**src/rtl/tcm_axis_pkg.sv**
```systemverilog
// ----------------------------------------------------------------------------
// tcm_axis_pkg
// Shared constants and types for the TCM AXI-Stream frame source:
//   - control/status register bit positions
//   - default stream width and buffer depth
//   - frame FSM state encoding
// Optional feature macro used elsewhere in this slice: TCM_AXIS_SRC_PATTERN_EN
// ----------------------------------------------------------------------------
package tcm_axis_pkg;

   // USR_frame_control bit positions
   localparam int unsigned CTRL_START   = 0;
   localparam int unsigned CTRL_LEN_LSB = 2;
   localparam int unsigned CTRL_LEN_MSB = 6;
   localparam int unsigned CTRL_PATTERN = 7;

   // USR_frame_status bit positions
   localparam int unsigned STAT_BUSY    = 0;
   localparam int unsigned STAT_DONE    = 1;
   localparam int unsigned STAT_CNT_LSB = 8;
   localparam int unsigned STAT_CNT_MSB = 15;

   // Defaults
   localparam int unsigned DEF_TDATA_WIDTH = 32;
   localparam int unsigned DEF_DEPTH       = 32;

   typedef enum logic [1:0] {
      IDLE  = 2'd0,
      RUN   = 2'd1,
      DRAIN = 2'd2
   } state_t;

endpackage

```
**src/rtl/tcm_axis_frame_src_if.sv**
```systemverilog
// ----------------------------------------------------------------------------
// tcm_axis_frame_src_if
// AXI-Stream bundle between the frame source (master) and the TCM capture
// slave.
//   TVALID  master->slave  beat valid
//   TDATA   master->slave  beat data (DATA_W bits)
//   TSTRB   master->slave  byte strobes (DATA_W/8 bits)
//   TLAST   master->slave  final beat of frame
//   TREADY  slave->master  downstream ready
// ----------------------------------------------------------------------------
interface tcm_axis_frame_src_if
   import tcm_axis_pkg::*;
#(
   parameter int unsigned DATA_W = DEF_TDATA_WIDTH
);
   logic              TVALID;
   logic [DATA_W-1:0] TDATA;
   logic [DATA_W/8-1:0] TSTRB;
   logic              TLAST;
   logic              TREADY;

   modport master (output TVALID, output TDATA, output TSTRB, output TLAST, input TREADY);
   modport slave  (input TVALID, input TDATA, input TSTRB, input TLAST, output TREADY);
endinterface

```
**src/rtl/tcm_axis_skid_fifo.sv**
```systemverilog
// ----------------------------------------------------------------------------
// tcm_axis_skid_fifo
// Two-entry FIFO holding {TLAST, TDATA} beats in front of the stream port.
//   i_clk    clock
//   i_flush  synchronous active-high flush (empties FIFO, zeroes storage)
//   i_push   write i_data (caller guarantees not full unless popping)
//   i_data   entry to write
//   i_pop    drop head entry (caller guarantees not empty)
//   o_data   head entry, stable until popped
//   o_full   two entries held
//   o_empty  no entries held
// ----------------------------------------------------------------------------
module tcm_axis_skid_fifo #(
   parameter int unsigned W = 33
) (
   input  logic         i_clk,
   input  logic         i_flush,
   input  logic         i_push,
   input  logic [W-1:0] i_data,
   input  logic         i_pop,
   output logic [W-1:0] o_data,
   output logic         o_full,
   output logic         o_empty
);
   logic [W-1:0] r_mem [2];
   logic         r_wr_ptr;
   logic         r_rd_ptr;
   logic [1:0]   r_count;

   always_ff @(posedge i_clk) begin
      if (i_flush) begin
         r_mem[0] <= '0;
         r_mem[1] <= '0;
         r_wr_ptr <= 1'b0;
         r_rd_ptr <= 1'b0;
         r_count  <= '0;
      end else begin
         if (i_push) begin
            r_mem[r_wr_ptr] <= i_data;
            r_wr_ptr        <= ~r_wr_ptr;
         end
         if (i_pop) begin
            r_rd_ptr <= ~r_rd_ptr;
         end
         r_count <= r_count + 2'(i_push) - 2'(i_pop);
      end
   end

   assign o_data  = r_mem[r_rd_ptr];
   assign o_full  = (r_count == 2'd2);
   assign o_empty = (r_count == 2'd0);
endmodule

```
**src/rtl/tcm_axis_frame_src.sv**
```systemverilog
// ----------------------------------------------------------------------------
// tcm_axis_frame_src
// Plays a 1..C_DEPTH beat frame from a local buffer out on AXI-Stream.
// Software loads the buffer through the USR_wr_* port, then a rising edge on
// control bit 0 streams the frame with TLAST on the final beat.
//   M_AXIS_ACLK        clock
//   M_AXIS_ARESET      synchronous active-high reset (buffer is preserved)
//   USR_frame_control  [0] start edge, [6:2] length-1, [7] pattern mode
//   USR_frame_status   [0] busy, [1] done (sticky), [15:8] frame count
//   USR_wr_en/addr/data buffer write port, accepted in every state
//   M_AXIS             AXI-Stream master (TVALID/TDATA/TSTRB/TLAST/TREADY)
// Optional macro: TCM_AXIS_SRC_PATTERN_EN builds the beat-index pattern mux.
// ----------------------------------------------------------------------------
module tcm_axis_frame_src
   import tcm_axis_pkg::*;
#(
   parameter  int unsigned C_M_AXIS_TDATA_WIDTH = DEF_TDATA_WIDTH,
   parameter  int unsigned C_DEPTH              = DEF_DEPTH,
   localparam int unsigned ADDR_W               = $clog2(C_DEPTH)
) (
   input  logic                            M_AXIS_ACLK,
   input  logic                            M_AXIS_ARESET,
   input  logic [31:0]                     USR_frame_control,
   output logic [31:0]                     USR_frame_status,
   input  logic                            USR_wr_en,
   input  logic [ADDR_W-1:0]               USR_wr_addr,
   input  logic [C_M_AXIS_TDATA_WIDTH-1:0] USR_wr_data,
   tcm_axis_frame_src_if.master            M_AXIS
);
   localparam int unsigned W = C_M_AXIS_TDATA_WIDTH;

   logic [W-1:0]      r_mem [C_DEPTH];
   state_t            r_state;
   state_t            w_state_nxt;
   logic              r_start_q;
   logic [ADDR_W-1:0] r_rd_addr;
   logic [ADDR_W-1:0] r_last_addr;
   logic              r_rd_vld;
   logic              r_rd_last;
   logic [W-1:0]      r_rd_data;
   logic              r_done;
   logic [7:0]        r_frame_cnt;

   logic              w_start_edge;
   logic              w_rd_issue;
   logic              w_frame_done;
   logic              w_pop;
   logic [1:0]        w_fifo_cnt;
   logic [2:0]        w_occ;
   logic [W-1:0]      w_rd_word;
   logic [W:0]        w_fifo_dout;
   logic              w_fifo_full;
   logic              w_fifo_empty;
   logic              w_unused;

   // Reserved control bits; bit 7 is folded in too since it is unused in
   // the default build.
   assign w_unused = &{1'b0, USR_frame_control[31:8], USR_frame_control[CTRL_PATTERN],
                       USR_frame_control[1]};

   assign w_start_edge = USR_frame_control[CTRL_START] & ~r_start_q;
   assign w_pop        = ~w_fifo_empty & M_AXIS.TREADY;
   assign w_fifo_cnt   = w_fifo_full ? 2'd2 : (w_fifo_empty ? 2'd0 : 2'd1);
   // Occupancy counts the beat leaving this cycle as already gone so a read
   // can be issued every cycle under continuous TREADY.
   assign w_occ        = {1'b0, w_fifo_cnt} + {2'b00, r_rd_vld} - {2'b00, w_pop};

   // Buffer write port; no reset so contents survive M_AXIS_ARESET.
   always_ff @(posedge M_AXIS_ACLK) begin
      if (USR_wr_en) begin
         r_mem[USR_wr_addr] <= USR_wr_data;
      end
   end

`ifdef TCM_AXIS_SRC_PATTERN_EN
   logic r_pattern;

   always_ff @(posedge M_AXIS_ACLK) begin
      if (M_AXIS_ARESET) begin
         r_pattern <= 1'b0;
      end else if (r_state == IDLE && w_start_edge) begin
         r_pattern <= USR_frame_control[CTRL_PATTERN];
      end
   end

   assign w_rd_word = r_pattern ? W'(r_rd_addr) : r_mem[r_rd_addr];
`else
   assign w_rd_word = r_mem[r_rd_addr];
`endif

   // FSM: state register
   always_ff @(posedge M_AXIS_ACLK) begin
      if (M_AXIS_ARESET) begin
         r_state <= IDLE;
      end else begin
         r_state <= w_state_nxt;
      end
   end

   // FSM: next state
   always_comb begin
      w_state_nxt = r_state;
      case (r_state)
         IDLE:    if (w_start_edge) w_state_nxt = RUN;
         RUN:     if (w_rd_issue && r_rd_addr == r_last_addr) w_state_nxt = DRAIN;
         DRAIN:   if (w_frame_done) w_state_nxt = IDLE;
         default: w_state_nxt = IDLE;
      endcase
   end

   // FSM: outputs
   always_comb begin
      w_rd_issue   = 1'b0;
      w_frame_done = 1'b0;
      case (r_state)
         RUN:     w_rd_issue   = (w_occ < 3'd2);
         DRAIN:   w_frame_done = w_pop & w_fifo_dout[W];
         default: ;
      endcase
   end

   // Read pipeline, edge detector and status
   always_ff @(posedge M_AXIS_ACLK) begin
      if (M_AXIS_ARESET) begin
         r_start_q   <= 1'b0;
         r_rd_addr   <= '0;
         r_last_addr <= '0;
         r_rd_vld    <= 1'b0;
         r_rd_last   <= 1'b0;
         r_rd_data   <= '0;
         r_done      <= 1'b0;
         r_frame_cnt <= '0;
      end else begin
         r_start_q <= USR_frame_control[CTRL_START];
         r_rd_vld  <= w_rd_issue;
         if (r_state == IDLE && w_start_edge) begin
            r_last_addr <= ADDR_W'(USR_frame_control[CTRL_LEN_MSB:CTRL_LEN_LSB]);
            r_rd_addr   <= '0;
            r_done      <= 1'b0;
         end
         if (w_rd_issue) begin
            r_rd_addr <= r_rd_addr + 1'b1;
            r_rd_last <= (r_rd_addr == r_last_addr);
            r_rd_data <= w_rd_word;
         end
         if (w_frame_done) begin
            r_done      <= 1'b1;
            r_frame_cnt <= r_frame_cnt + 8'd1;
         end
      end
   end

   tcm_axis_skid_fifo #(
      .W (W + 1)
   ) u_fifo (
      .i_clk   (M_AXIS_ACLK),
      .i_flush (M_AXIS_ARESET),
      .i_push  (r_rd_vld),
      .i_data  ({r_rd_last, r_rd_data}),
      .i_pop   (w_pop),
      .o_data  (w_fifo_dout),
      .o_full  (w_fifo_full),
      .o_empty (w_fifo_empty)
   );

   always_comb begin
      USR_frame_status                            = '0;
      USR_frame_status[STAT_BUSY]                 = (r_state != IDLE);
      USR_frame_status[STAT_DONE]                 = r_done;
      USR_frame_status[STAT_CNT_MSB:STAT_CNT_LSB] = r_frame_cnt;
   end

   // Data/last forced to zero while idle so the bus is quiet between frames.
   assign M_AXIS.TVALID = ~w_fifo_empty;
   assign M_AXIS.TDATA  = w_fifo_empty ? '0 : w_fifo_dout[W-1:0];
   assign M_AXIS.TLAST  = ~w_fifo_empty & w_fifo_dout[W];
   assign M_AXIS.TSTRB  = '1;
endmodule

```
**src/flat_wrapper.sv**
```systemverilog
// flat-port wrapper written by rule: the top's interface ports become plain ports
module tcm_axis_frame_src_flat import tcm_axis_pkg::*;
#(
   parameter  int unsigned C_M_AXIS_TDATA_WIDTH = DEF_TDATA_WIDTH,
   parameter  int unsigned C_DEPTH              = DEF_DEPTH,
   localparam int unsigned ADDR_W               = $clog2(C_DEPTH)
)
  (M_AXIS_ACLK, M_AXIS_ARESET, USR_frame_control, USR_frame_status, USR_wr_en, USR_wr_addr, USR_wr_data, M_AXIS_TVALID, M_AXIS_TDATA, M_AXIS_TSTRB, M_AXIS_TLAST, M_AXIS_TREADY);
  tcm_axis_frame_src_if #(.DATA_W(32)) M_AXIS_i ();
  input  logic M_AXIS_ACLK;
  input  logic M_AXIS_ARESET;
  input  logic [31:0] USR_frame_control;
  output logic [31:0] USR_frame_status;
  input  logic USR_wr_en;
  input  logic [ADDR_W-1:0] USR_wr_addr;
  input  logic [C_M_AXIS_TDATA_WIDTH-1:0] USR_wr_data;
  output wire logic [$bits(M_AXIS_i.TVALID)-1:0] M_AXIS_TVALID;
  output wire logic [$bits(M_AXIS_i.TDATA)-1:0] M_AXIS_TDATA;
  output wire logic [$bits(M_AXIS_i.TSTRB)-1:0] M_AXIS_TSTRB;
  output wire logic [$bits(M_AXIS_i.TLAST)-1:0] M_AXIS_TLAST;
  input wire logic [$bits(M_AXIS_i.TREADY)-1:0] M_AXIS_TREADY;
  assign M_AXIS_TVALID = M_AXIS_i.TVALID;
  assign M_AXIS_TDATA = M_AXIS_i.TDATA;
  assign M_AXIS_TSTRB = M_AXIS_i.TSTRB;
  assign M_AXIS_TLAST = M_AXIS_i.TLAST;
  assign M_AXIS_i.TREADY = M_AXIS_TREADY;
  tcm_axis_frame_src #(.C_M_AXIS_TDATA_WIDTH(C_M_AXIS_TDATA_WIDTH), .C_DEPTH(C_DEPTH)) u_core (.M_AXIS_ACLK(M_AXIS_ACLK), .M_AXIS_ARESET(M_AXIS_ARESET), .USR_frame_control(USR_frame_control), .USR_frame_status(USR_frame_status), .USR_wr_en(USR_wr_en), .USR_wr_addr(USR_wr_addr), .USR_wr_data(USR_wr_data), .M_AXIS(M_AXIS_i));
endmodule
```
**config.mk**
```make
export PLATFORM = sky130hd
export DESIGN_NAME = tcm_axis_frame_src_flat
export DESIGN_NICKNAME = d
export VERILOG_FILES = /design/src/rtl/tcm_axis_pkg.sv /design/src/rtl/tcm_axis_frame_src_if.sv /design/src/rtl/tcm_axis_skid_fifo.sv /design/src/rtl/tcm_axis_frame_src.sv /design/src/flat_wrapper.sv
export SDC_FILE = /design/constraint.sdc
export NUM_CORES = 1
export LEC_CHECK = 0
export BUFFER_PORTS_ARGS = -buffer_cell sky130_fd_sc_hd__buf_4
export CORE_AREA = 3 3 430 432
export CTS_BUF_LIST = sky130_fd_sc_hd__clkbuf_8 sky130_fd_sc_hd__clkbuf_16
export CTS_CLUSTER_SIZE = 24
export DETAILED_ROUTE_END_ITERATION = 8
export DIE_AREA = 0 0 433 435
export REMOVE_ABC_BUFFERS = 1
export SYNTH_ARGS = -nofsm -noshare
export SYNTH_HDL_FRONTEND = slang
export SYNTH_SLANG_ARGS = --single-unit
```
**constraint.sdc**
```tcl
create_clock -name M_AXIS_ACLK -period 4.05 [get_ports M_AXIS_ACLK]
set_input_delay 0.6075 -clock M_AXIS_ACLK [delete_from_list [all_inputs] [get_ports M_AXIS_ACLK]]
set_output_delay 0.6075 -clock M_AXIS_ACLK [all_outputs]
set_load 0.02 [all_outputs]
```
* Yosys cells after proc, flatten, opt, wreduce, memory -nomap -nowiden
Memories as Yosys holds them, arrays and structs flattened. A register that Yosys moved wholly into a read port is not among the register bits. Cells that the tools add are included.
Storage, ports and cells: bits in registers 28, bits in writable memories 1090, bits of input ports 73, output and inout port bits 70, memories kept 2
Operators by class: add/subtract/negate cells 6, order comparisons 1, equality and inequality tests 7, muxes and demuxes 25, bitwise logic cells 8, reduce and logical (&&, ||, !) cells 9
Memory list:
- u_core.r_mem | depth 32, bits a word 32, rd ports 1, clocked after Yosys merged registers in 1, wr ports 1, RTL line tcm_axis_frame_src.sv:32 | logic [W-1:0] r_mem [C_DEPTH];
- u_core.u_fifo.r_mem | depth 2, bits a word 33, rd ports 1, clocked after Yosys merged registers in 1, wr ports 2, RTL line tcm_axis_skid_fifo.sv:25 | logic [W-1:0] r_mem [2];
Operators by type and width (number):
- 2-to-1 mux 33 bit | 1
- OR reduction 33 bit | 1
- 2-to-1 mux 32 bit | 1
- 2-to-1 mux 1 bit | 16
- 2-to-1 mux 5 bit | 2
- adder 8 x 1 -> 8 bit, second input constant | 1
- 2-to-1 mux 2 bit | 4
- inequality test 2 x 1 -> 1 bit, second input constant | 3
- case mux 2 bit (3 select lines) | 1
- nonzero test 2 bit | 3
- adder 5 x 1 -> 5 bit, second input constant | 1
- == test 5 bit | 1
- bitwise AND 1 bit | 4
- == test 2 bit, second input constant | 2
- logical NOT 2 bit | 2
- NOT 1 bit | 4
- adder 2 x 1 -> 3 bit | 1
- less-than comparator 3 x 2 -> 1 bit, second input constant | 1
- AND reduction 3 bit | 1
- subtractor 3 x 1 -> 3 bit | 1
- adder 2 x 1 -> 2 bit | 1
- == test 2 x 1 -> 1 bit, second input constant | 1
- logical AND 1 bit | 2
- subtractor 2 x 1 -> 2 bit | 1

* Longest topological paths before layout
Gate-level depths: netlist of the first run.
depth in word-level cells 10, gate-level depth with buffers 10, depth with buffers taken out 8

* Hierarchy
Synthesis of the first run repeated with hierarchy kept, for this count alone.
Second synthesis, totals: cells, all modules 2623, area total of the unflattened synthesis 45548.7 sq um
Modules (own cells, without submodules):
- tcm_axis_frame_src | instances 1, cells each 2387, area each 42259.3 sq um, sequential area each 31870.6 sq um
- tcm_axis_skid_fifo | instances 1, cells each 236, area each 3289.4 sq um, sequential area each 2082.0 sq um

* Worst setup path before layout of the first run
No wires, ideal clock.
path type input-to-reg, start input USR_wr_addr[1], end memory u_core.r_mem[12][0] (netlist name), enable pin, setup time 421 ps, arrival 2620 ps, path slack 1008 ps, stages 3, cells stage by stage or3b_2 -> clkbuf_1 -> nor2_1
RTL lines:
- start, declared | RTL line flat_wrapper.sv:15 | input logic [ADDR_W-1:0] USR_wr_addr;
- end, declared | RTL line tcm_axis_frame_src.sv:32
Straight into the memory's write port.

==> flow_metrics.tcl, run 1 <==
set metrics [dict create \
    outcome "completed" \
    async_reset_ff_share_pct 0 \
    fillCellCount 17410 \
    syn-instance-count 2192 \
    slew_viol_final 0 \
    num_vias 22160 \
    ys_types 54 \
    yosysSeqAreaShare_pct 75.05 \
    first_pass_iters 5 \
    rsz0062_at_grt "no" \
    drc 0 \
    drt_iter0_drc 1976 \
    tns_ns 0 \
    cts_tree "yes" \
    synth-seq-cells 1151 \
    grt_antenna_before_repair 8 \
    worst_hold_path_type "in -> reg" \
    synth_warnings 0 \
    core_area_sq_um 180900 \
    powerDensity_nw_per_um2 519.8 \
    cp-end-kind "primary output" \
    crit_path_start_kind "register" \
    slowest_stage "dfxtp_2" \
    ir_drop_mv 0.3665 \
    track_usage_pct 11.74 \
    drive_gt1_share_pct 26.00 \
    crit_fanout 16 \
    drv_cap 0 \
    wl_per_cell_microns 23.30 \
    post-place-ws_ns 0.8925 \
    ys.flop_type "edfxtp_1" \
    period_needed_ns 3.092 \
    fin_util_pct 29.33 \
    routed_wl_microns 112600 \
    max_freq_ghz 0.3234 \
    avgSynthCellArea_sq_um 20.64 \
    port_buffers 90 \
    die_area_sq_um 188400 \
    period_share_pct 76.35 \
    crit_type "reg -> out" \
    nets 2441 \
    clkSlewWorstSetupHoldPaths_ns 0.06 \
    worstMarginPinSlew_ns 1.180 \
    synth_edf_count 1090 \
    hold_violations 0 \
    cts_root_buffer "clkbuf_16" \
    cts_setup_buffers 0 \
    clockBufferDepth 3 \
    row_count 156 \
    viasPerCell 4.586 \
    skew_ns 0.05574 \
    die_h_microns 435 \
    area_delta_synth_final_pct 17.29 \
    synthesis.area_sq_um 45240 \
    clkLatencyLatePin_ns 0.73 \
    cts-resized-gates 0 \
    r2r_start "u_core.u_fifo.r_count[1]" \
    max_stage_delay_ns 0.85 \
    finalSetupViolCount 0 \
    initial_core_util_pct 25.00 \
    gp_congestion 0.7284 \
    cp.arrival_ns 2.48 \
    crit_top_cell "buf_4" \
    p_leak_uw 0.01643 \
    required_ns 3.44 \
    slew_headroom_pct 21.14 \
    grt_pass1_vias 22630 \
    h-tree-depth 3 \
    grt_max_degree 63 \
    grt_pass1_wl_microns 162100 \
    detail-route-antenna-nets 0 \
    path_cells "buf_4, mux2i_1, nor2_1, buf_4" \
    io_pins 143 \
    finalHoldWorstSlack_ns 0.1585 \
    overflow 0 \
    worstHoldStart "USR_frame_control[0]" \
    cts_inserted_buffers 112 \
    cts.sinks 1151 \
    dp_hpwl_microns 66450 \
    die_w_microns 433 \
    worst_slack_ns 0.9578 \
    holdBufCountCts 0 \
]
-- flip-flops by register name, summed over array words and instances (netlist names), named ones only --
signal	flops
u_core.r_done	1
u_core.r_frame_cnt	8
u_core.r_last_addr	5
u_core.r_mem	1024
u_core.r_rd_addr	5
u_core.r_rd_data	32
u_core.r_rd_last	1
u_core.r_rd_vld	1
u_core.r_start_q	1
u_core.r_state	2
u_core.u_fifo.r_count	2
u_core.u_fifo.r_mem	66
u_core.u_fifo.r_rd_ptr	1
u_core.u_fifo.r_wr_ptr	1
-- power breakdown --
group | internal (uW) | switching (uW) | total [uW] | leakage [uW]
registers | 13300 | 287 | 13600 | 0.0104
clock network | 6070 | 4510 | 10600 | 0.00195
logic | 1430 | 1960 | 3390 | 0.00407
-- metal layers --
metal  track usage (%)  up-vias  routed length (microns)
li1                  -     9470                        -
met3             2.470      172                     6519
met1             15.55    11830                    47790
met2             19.35      693                    55070
met4             3.410        2                     3235
met5                 0        -                        7
-- synth_stat cells, drive strengths merged, types with 12 or more instances --
master / number / area share [%]
nand3: 12 / 0.13
a21o: 31 / 0.51
nand4: 14 / 0.19
nor2: 88 / 0.75
edfxtp: 1090 / 72
xor2: 13 / 0.25
and2: 68 / 0.94
o21a: 30 / 0.50
a22oi: 74 / 1.2
clkbuf: 58 / 0.49
buf: 104 / 1.7
mux4: 240 / 12
a311oi: 29 / 0.56
a31oi: 32 / 0.46
a21oi: 14 / 0.15
mux2i: 97 / 2.1
nand2: 17 / 0.14
dfxtp: 61 / 2.7
mux2: 30 / 0.75
a2111oi: 29 / 0.71
-- layout make-up --
type                    instances  area (sq um)  share of cell area, %
flip-flops and latches       1151         33970                  64.01
multi-input cells             895         10670                  20.10
well taps                    2370          2965                  5.589
clock buffers                 117          2883                  5.433
repair buffers                196          1647                  3.103
clock inverters                95         902.1                  1.700
inverters                       8         30.03                0.05659
diodes                          1         2.502               0.004716
-- stage by stage --
step,area (sq um),std cells,power (uW)
after global routing,53060,4832,28600
after floorplan,44360,2054,16300
after CTS,53060,4832,27890
after global placement,49270,4620,17280
after detailed placement,49270,4620,17330
final,53060,4833,27580
-- worst paths after layout --
| check | slack (ns) | cells after the start | end |
|---|---|---|---|
| worst max-delay path | 0.96 | 4 | M_AXIS_TDATA[3] |
| worst min-delay path | 0.16 | 2 | u_core.r_start_q |
| worst max register to register | 0.99 | 10 | u_core.r_rd_data[10] |
| worst min register to register | 0.48 | 2 | u_core.r_last_addr[4] |
-- worst max-delay path: cells and delay by family (launching register included) --
kind	cells	cell delay [ns]
buffers and inverters	2	0.56
multiplexers	1	0.10
flip-flops	1	0.85
AND/OR/NAND/NOR	1	0.28
-- layout by cell type (no fill, tap or decap), types with 30 or more instances in the layout --
cell type and n:
nor2_4 35, a31oi_1 31, mux4_2 182, o21a_1 30, buf_4 182, nor2_1 52, mux2i_1 97, a22oi_1 74
mux4_1 58, mux2_2 30, a21o_1 30, and2_1 67, edfxtp_1 1090, dfxtp_1 57, clkbuf_16 113
-- logic make-up (layout without fill, tap and decap cells) --
| family | count (synthesis) | in the layout | share of synthesized area [%] |
|---|---|---|---|
| xor+xnor | 16 | 16 | 0.3098 |
| compound gates | 253 | 253 | 4.353 |
| simple gates | 229 | 229 | 2.616 |
| other cells | 2 | 27 | 0.01660 |
| fa+ha+maj | 4 | 4 | 0.1106 |
| mux | 367 | 367 | 15.32 |
| flops | 1151 | 1151 | 75.05 |
| buf+inv | 170 | 416 | 2.218 |
No activity file was read; power rests on OpenSTA's default activity.
==> run 2, diff against run 1 <==
- clock period: 4.05 -> 2.7 ns (I/O delays scaled with it)
==> flow_metrics.tcl, run 2 (synthesis results as in run 1) <==
set metrics [dict create \
    outcome "completed" \
    max_stage_delay_ns 0.83 \
    worstMarginPinSlew_ns 0.9488 \
    final_cell_mix "edfxtp_1 (1090), mux4_2 (182), buf_4 (180), clkbuf_16 (120), mux2i_1 (97)" \
    crit_path_start_kind "register" \
    finalSetupViolCount 0 \
    grt_pass1_wl_microns 165300 \
    num_vias 22290 \
    ir_drop_mv 0.5250 \
    p_int_uw 31780 \
    slew_headroom_pct 36.60 \
    drv_cap 0 \
    wl_per_cell_microns 23.45 \
    fin_util_pct 29.80 \
    overflow 0 \
    powerDensity_nw_per_um2 778.9 \
    grt_pass1_vias 23220 \
    comb_power_share_pct 13.0 \
    largest_register_ff_count 1024 \
    cts_root_buffer "clkbuf_16" \
    power.net_switching_uw 10220 \
    sw_frac_of_total_pct 24.32 \
    p_total_uw 42000 \
    rsz0062_at_grt "no" \
    row_count 156 \
    crit_fanout 30 \
    nets 2484 \
    gp_congestion 0.7404 \
    cts_tree "yes" \
    post-place-ws_ns 0.1900 \
    clkSlewWorstSetupHoldPaths_ns 0.06 \
    first_pass_iters 5 \
    clkLatencyLatePin_ns 0.70 \
    area_delta_synth_final_pct 19.19 \
    max_freq_ghz 0.3978 \
    path_cells "buf_4, buf_4, mux4_2, mux2_2, o21a_1, a21o_1" \
    final_area_sq_um 53920 \
    crit_top_cell "buf_4" \
    h-tree-depth 3 \
    viasPerCell 4.561 \
    drc 0 \
    max_flop_register "u_core.r_mem" \
    critPathBufInv 2 \
    track_usage_pct 11.95 \
    initial_core_util_pct 25.00 \
    die_area_sq_um 188400 \
    skew_ns 0.01997 \
    io_pins 143 \
    worst_slack_ns 0.1862 \
    worst_hold_path_type "in -> reg" \
    hold_violations 0 \
    crit_type "reg -> reg" \
    layout_top_registers "u_core.r_mem x1024, u_core.u_fifo.r_mem x66, u_core.r_rd_data x32" \
    cp.arrival_ns 3.11 \
    grt_max_degree 59 \
    die_w_microns 433 \
    final_common_cell "edfxtp_1" \
    dp_hpwl_microns 65680 \
    clkPwrFrac_pct 38.6 \
    port_buffers 90 \
    tns_ns 0 \
    period_needed_ns 2.514 \
    core_area_sq_um 180900 \
    drive_gt1_share_pct 27.32 \
    routed_wl_microns 114600 \
    slew_viol_final 0 \
    slowest_stage "dfxtp_4" \
    drt_iter0_drc 2016 \
    period_share_pct 93.10 \
    detail-route-antenna-nets 0 \
    p_leak_uw 0.01683 \
    dpl_cell_area_sq_um 49890 \
    cts_inserted_buffers 118 \
    grt_antenna_before_repair 11 \
    p_seq_share_pct 48.4 \
    die_h_microns 435 \
    cts.sinks 1151 \
    cp-end-kind "register" \
    crit_family "flip-flops" \
    clockBufferDepth 3 \
    required_ns 3.30 \
]
-- run 2: cell count changes in the layout (fill, tap and decap cells not counted), sizes merged --
cell	previous run	this run
inv	35	47
bufinv	14	8
diode	1	6
clkinvlp	3	4
buf	196	226
clkinv	51	31
clkbuf	117	142
dlygate4sd3	0	7
-- run 2: cell type report --
type                            instances  area [sq um]
Fill cell                           17380        127000
Sequential cell                      1151         33970
Multi-Input combinational cell        895         10670
Clock buffer                          142          3306
Tap cell                             2370          2965
Timing Repair Buffer                  233          2333
Clock inverter                         82         640.6
Inverter                                8         30.03
Antenna cell                            6         15.01
-- run 2: path summary, 6_finish.rpt --
path | start | endpoint | slack (ns) | cells after the start
max | u_core.r_rd_addr[1] | u_core.r_rd_data[3] | 0.19 | 6
min | USR_wr_data[8] | u_core.r_mem[2][8] | 0.10 | 1
max reg2reg | u_core.r_rd_addr[1] | u_core.r_rd_data[3] | 0.19 | 6
min reg2reg | u_core.r_rd_last | u_core.r_rd_last | 0.47 | 2
-- run 2: power by group through the flow --
stage | logic [uW] | registers, uW | clock network, uW
2_1_floorplan | 2830 | 20900 | 0
3_3_place_gp | 5510 | 20700 | 0
3_5_place_dp | 5560 | 20700 | 0
4_1_cts | 5600 | 20300 | 16600
5_1_grt | 5920 | 20300 | 17300
6_report | 5470 | 20300 | 16200
-- run 2: metal layers --
metal	part of all wire [%]	vias to the layer above	track usage, %
met3	5.4	182	2.312
met5	0.032	-	0
met1	42	11870	15.39
met4	2.5	6	3.210
li1	-	9563	-
met2	50	671	20.47
-- run 2: repair_timing --
item | CTS | global route
setup endpoints to repair | 1 | 0
buffers inserted | 0 | 0
resized for setup | 1 | 0
endpoints found under the hold margin | 8 | 0
hold buffers | 7 | 0
-- run 2: metrics by stage --
step,instances,hold WS [ns]
floorplan,2054,0.4341
finish,4887,0.1036
global route,4881,0.08080
global placement,4650,0.4518
detailed placement,4650,0.4584
CTS,4881,0.05063
==> run 3, diff against run 2 <==
- GPL_TIMING_DRIVEN: default -> 0
- HOLD_SLACK_MARGIN: default -> 0.12
==> flow_metrics.tcl, run 3 (synthesis results as in run 1) <==
set metrics [dict create \
    detail-route-antenna-nets 0 \
    final_common_cell "edfxtp_1" \
    max_flop_register "u_core.r_mem" \
    cp-end-kind "register" \
    dp_hpwl_microns 72030 \
    slowest_stage "mux4_1" \
    powerDensity_nw_per_um2 759.0 \
    initial_core_util_pct 25.00 \
    max_stage_delay_ns 0.60 \
    h-tree-depth 3 \
    clkLatencyLatePin_ns 0.71 \
    overflow 0 \
    finalSetupViolCount 0 \
    clkSlewWorstSetupHoldPaths_ns 0.06 \
    largest_register_ff_count 1024 \
    core_area_sq_um 180900 \
    drt_iter0_drc 2149 \
    hold_violations 0 \
    rsz0062_at_grt "no" \
    viasPerCell 4.604 \
    dp_cells 4597 \
    skew_ns 0.05047 \
    sw_frac_of_total_pct 24.98 \
    comb_power_share_pct 14.0 \
    grt_pass1_vias 23290 \
    die_area_sq_um 188400 \
    drv_cap 0 \
    layout_top_registers "u_core.r_mem x1024, u_core.u_fifo.r_mem x66, u_core.r_rd_data x32" \
    nets 2476 \
    path_cells "buf_16, buf_16, mux4_1, mux2_2, o21a_1, a32o_1" \
    grt_antenna_before_repair 17 \
    crit_fanout 42 \
    die_w_microns 433 \
    cts.sinks 1151 \
    ir_drop_mv 0.6455 \
    crit_path_start_kind "register" \
    power.net_switching_uw 10330 \
    cts_tree "yes" \
    p_total_uw 41360 \
    wl_per_cell_microns 23.65 \
    final_area_sq_um 54490 \
    cts_root_buffer "clkbuf_16" \
    drive_gt1_share_pct 25.55 \
    worstMarginPinSlew_ns 1.445 \
    first_pass_iters 5 \
    worst_slack_ns 0.1170 \
    die_h_microns 435 \
    period_share_pct 95.67 \
    p_int_uw 31030 \
    p_seq_share_pct 49.2 \
    clockBufferDepth 3 \
    fin_cells 4872 \
    cts_inserted_buffers 110 \
    num_vias 22430 \
    period_needed_ns 2.583 \
    p_leak_uw 0.01687 \
    crit_top_cell "buf_16" \
    gp_congestion 0.7032 \
    row_count 156 \
    dpl_cell_area_sq_um 50180 \
    outcome "completed" \
    area_delta_synth_final_pct 20.46 \
    slew_viol_final 0 \
    grt_max_degree 95 \
    slew_headroom_pct 3.675 \
    post-place-ws_ns -1.113 \
    track_usage_pct 12.03 \
    required_ns 3.29 \
    cp.arrival_ns 3.18 \
    grt_pass1_wl_microns 166600 \
    routed_wl_microns 115200 \
    final_cell_mix "edfxtp_1 (1090), mux4_2 (182), clkbuf_16 (111), buf_4 (103), mux2i_1 (97)" \
    worst_hold_path_type "in -> reg" \
    crit_type "reg -> reg" \
    port_buffers 90 \
    clkPwrFrac_pct 36.8 \
    max_freq_ghz 0.3872 \
    io_pins 143 \
    drc 0 \
]
==> run 3: changes by cell type in the layout (fill, tap and decap cells not counted), sizes merged <==
cell         previous run  this run
buf                   226       193
dlygate4sd3             7        38
clkbuf                142       120
clkinv                 31        42
inv                    47        44
bufbuf                  0         1
diode                   6         5
nor2                   88        89
==> run 3: routing by layer <==
| layer | global-route usage [%] | wire length (microns) | up-vias |
|---|---|---|---|
| met4 | 3.665 | 3401 | 0 |
| met1 | 15.68 | 47550 | 11880 |
| li1 | - | - | 9534 |
| met3 | 1.766 | 6438 | 215 |
| met2 | 20.62 | 57820 | 806 |
| met5 | 0 | 0 | - |
==> run 3: worst max-delay path, delay by kind of cell, from the launching register on <==
family                 cells  cell delay (ns)
DFF                        1             0.53
muxes                      2             0.91
buffers and inverters      2             0.54
AOI/OAI and AO/OA          2             0.43
==> run 3: timing repair <==
action                                  4_1_cts  5_1_grt
resized for setup                            11        4
pin swaps                                     6        1
cloned                                        2        0
setup buffers                                17        3
endpoints found under the setup margin       74       17
endpoints found under the hold margin       919        0
hold buffers                                 38        0
==> run 3: stage by stage <==
step	hold WS [ns]	TNS, ns	utilization [%]
6_report	0.2376	0	30.12
5_1_grt	0.2458	0	30.12
4_1_cts	0.1985	0	30.08
3_5_place_dp	0.4553	-57.60	27.73
3_3_place_gp	0.4541	-3223.55	26.53
2_1_floorplan	0.4341	-330.50	-
==> run 3: path summary, 6_finish.rpt <==
path                            start                endpoint  slack, ns  depth (start not counted)
setup / recovery  u_core.r_rd_addr[1]    u_core.r_rd_data[10]       0.12                          6
hold / removal          M_AXIS_TREADY  u_core.u_fifo.r_rd_ptr       0.24                          5
setup reg to reg  u_core.r_rd_addr[1]    u_core.r_rd_data[10]       0.12                          6
hold reg to reg      u_core.r_rd_last        u_core.r_rd_last       0.46                          2
==> run 3: final cells by class <==
cell class	count	area [sq um]
clock inverters	90	699.4
inverters	8	32.53
flip-flops and latches	1151	33980
diodes	5	12.51
repair buffers	232	3209
well taps	2370	2965
fillers	17240	126400
multi-input cells	896	10700
clock buffers	120	2902
==> run 3: power groups by stage <==
stage,Clock [uW],Combinational [uW],Sequential [uW]
finish,15200,5790,20400
global route,16200,6200,20400
detailed placement,0,5430,20800
global placement,0,3920,21000
CTS,15500,5820,20400
floorplan,0,2830,20900
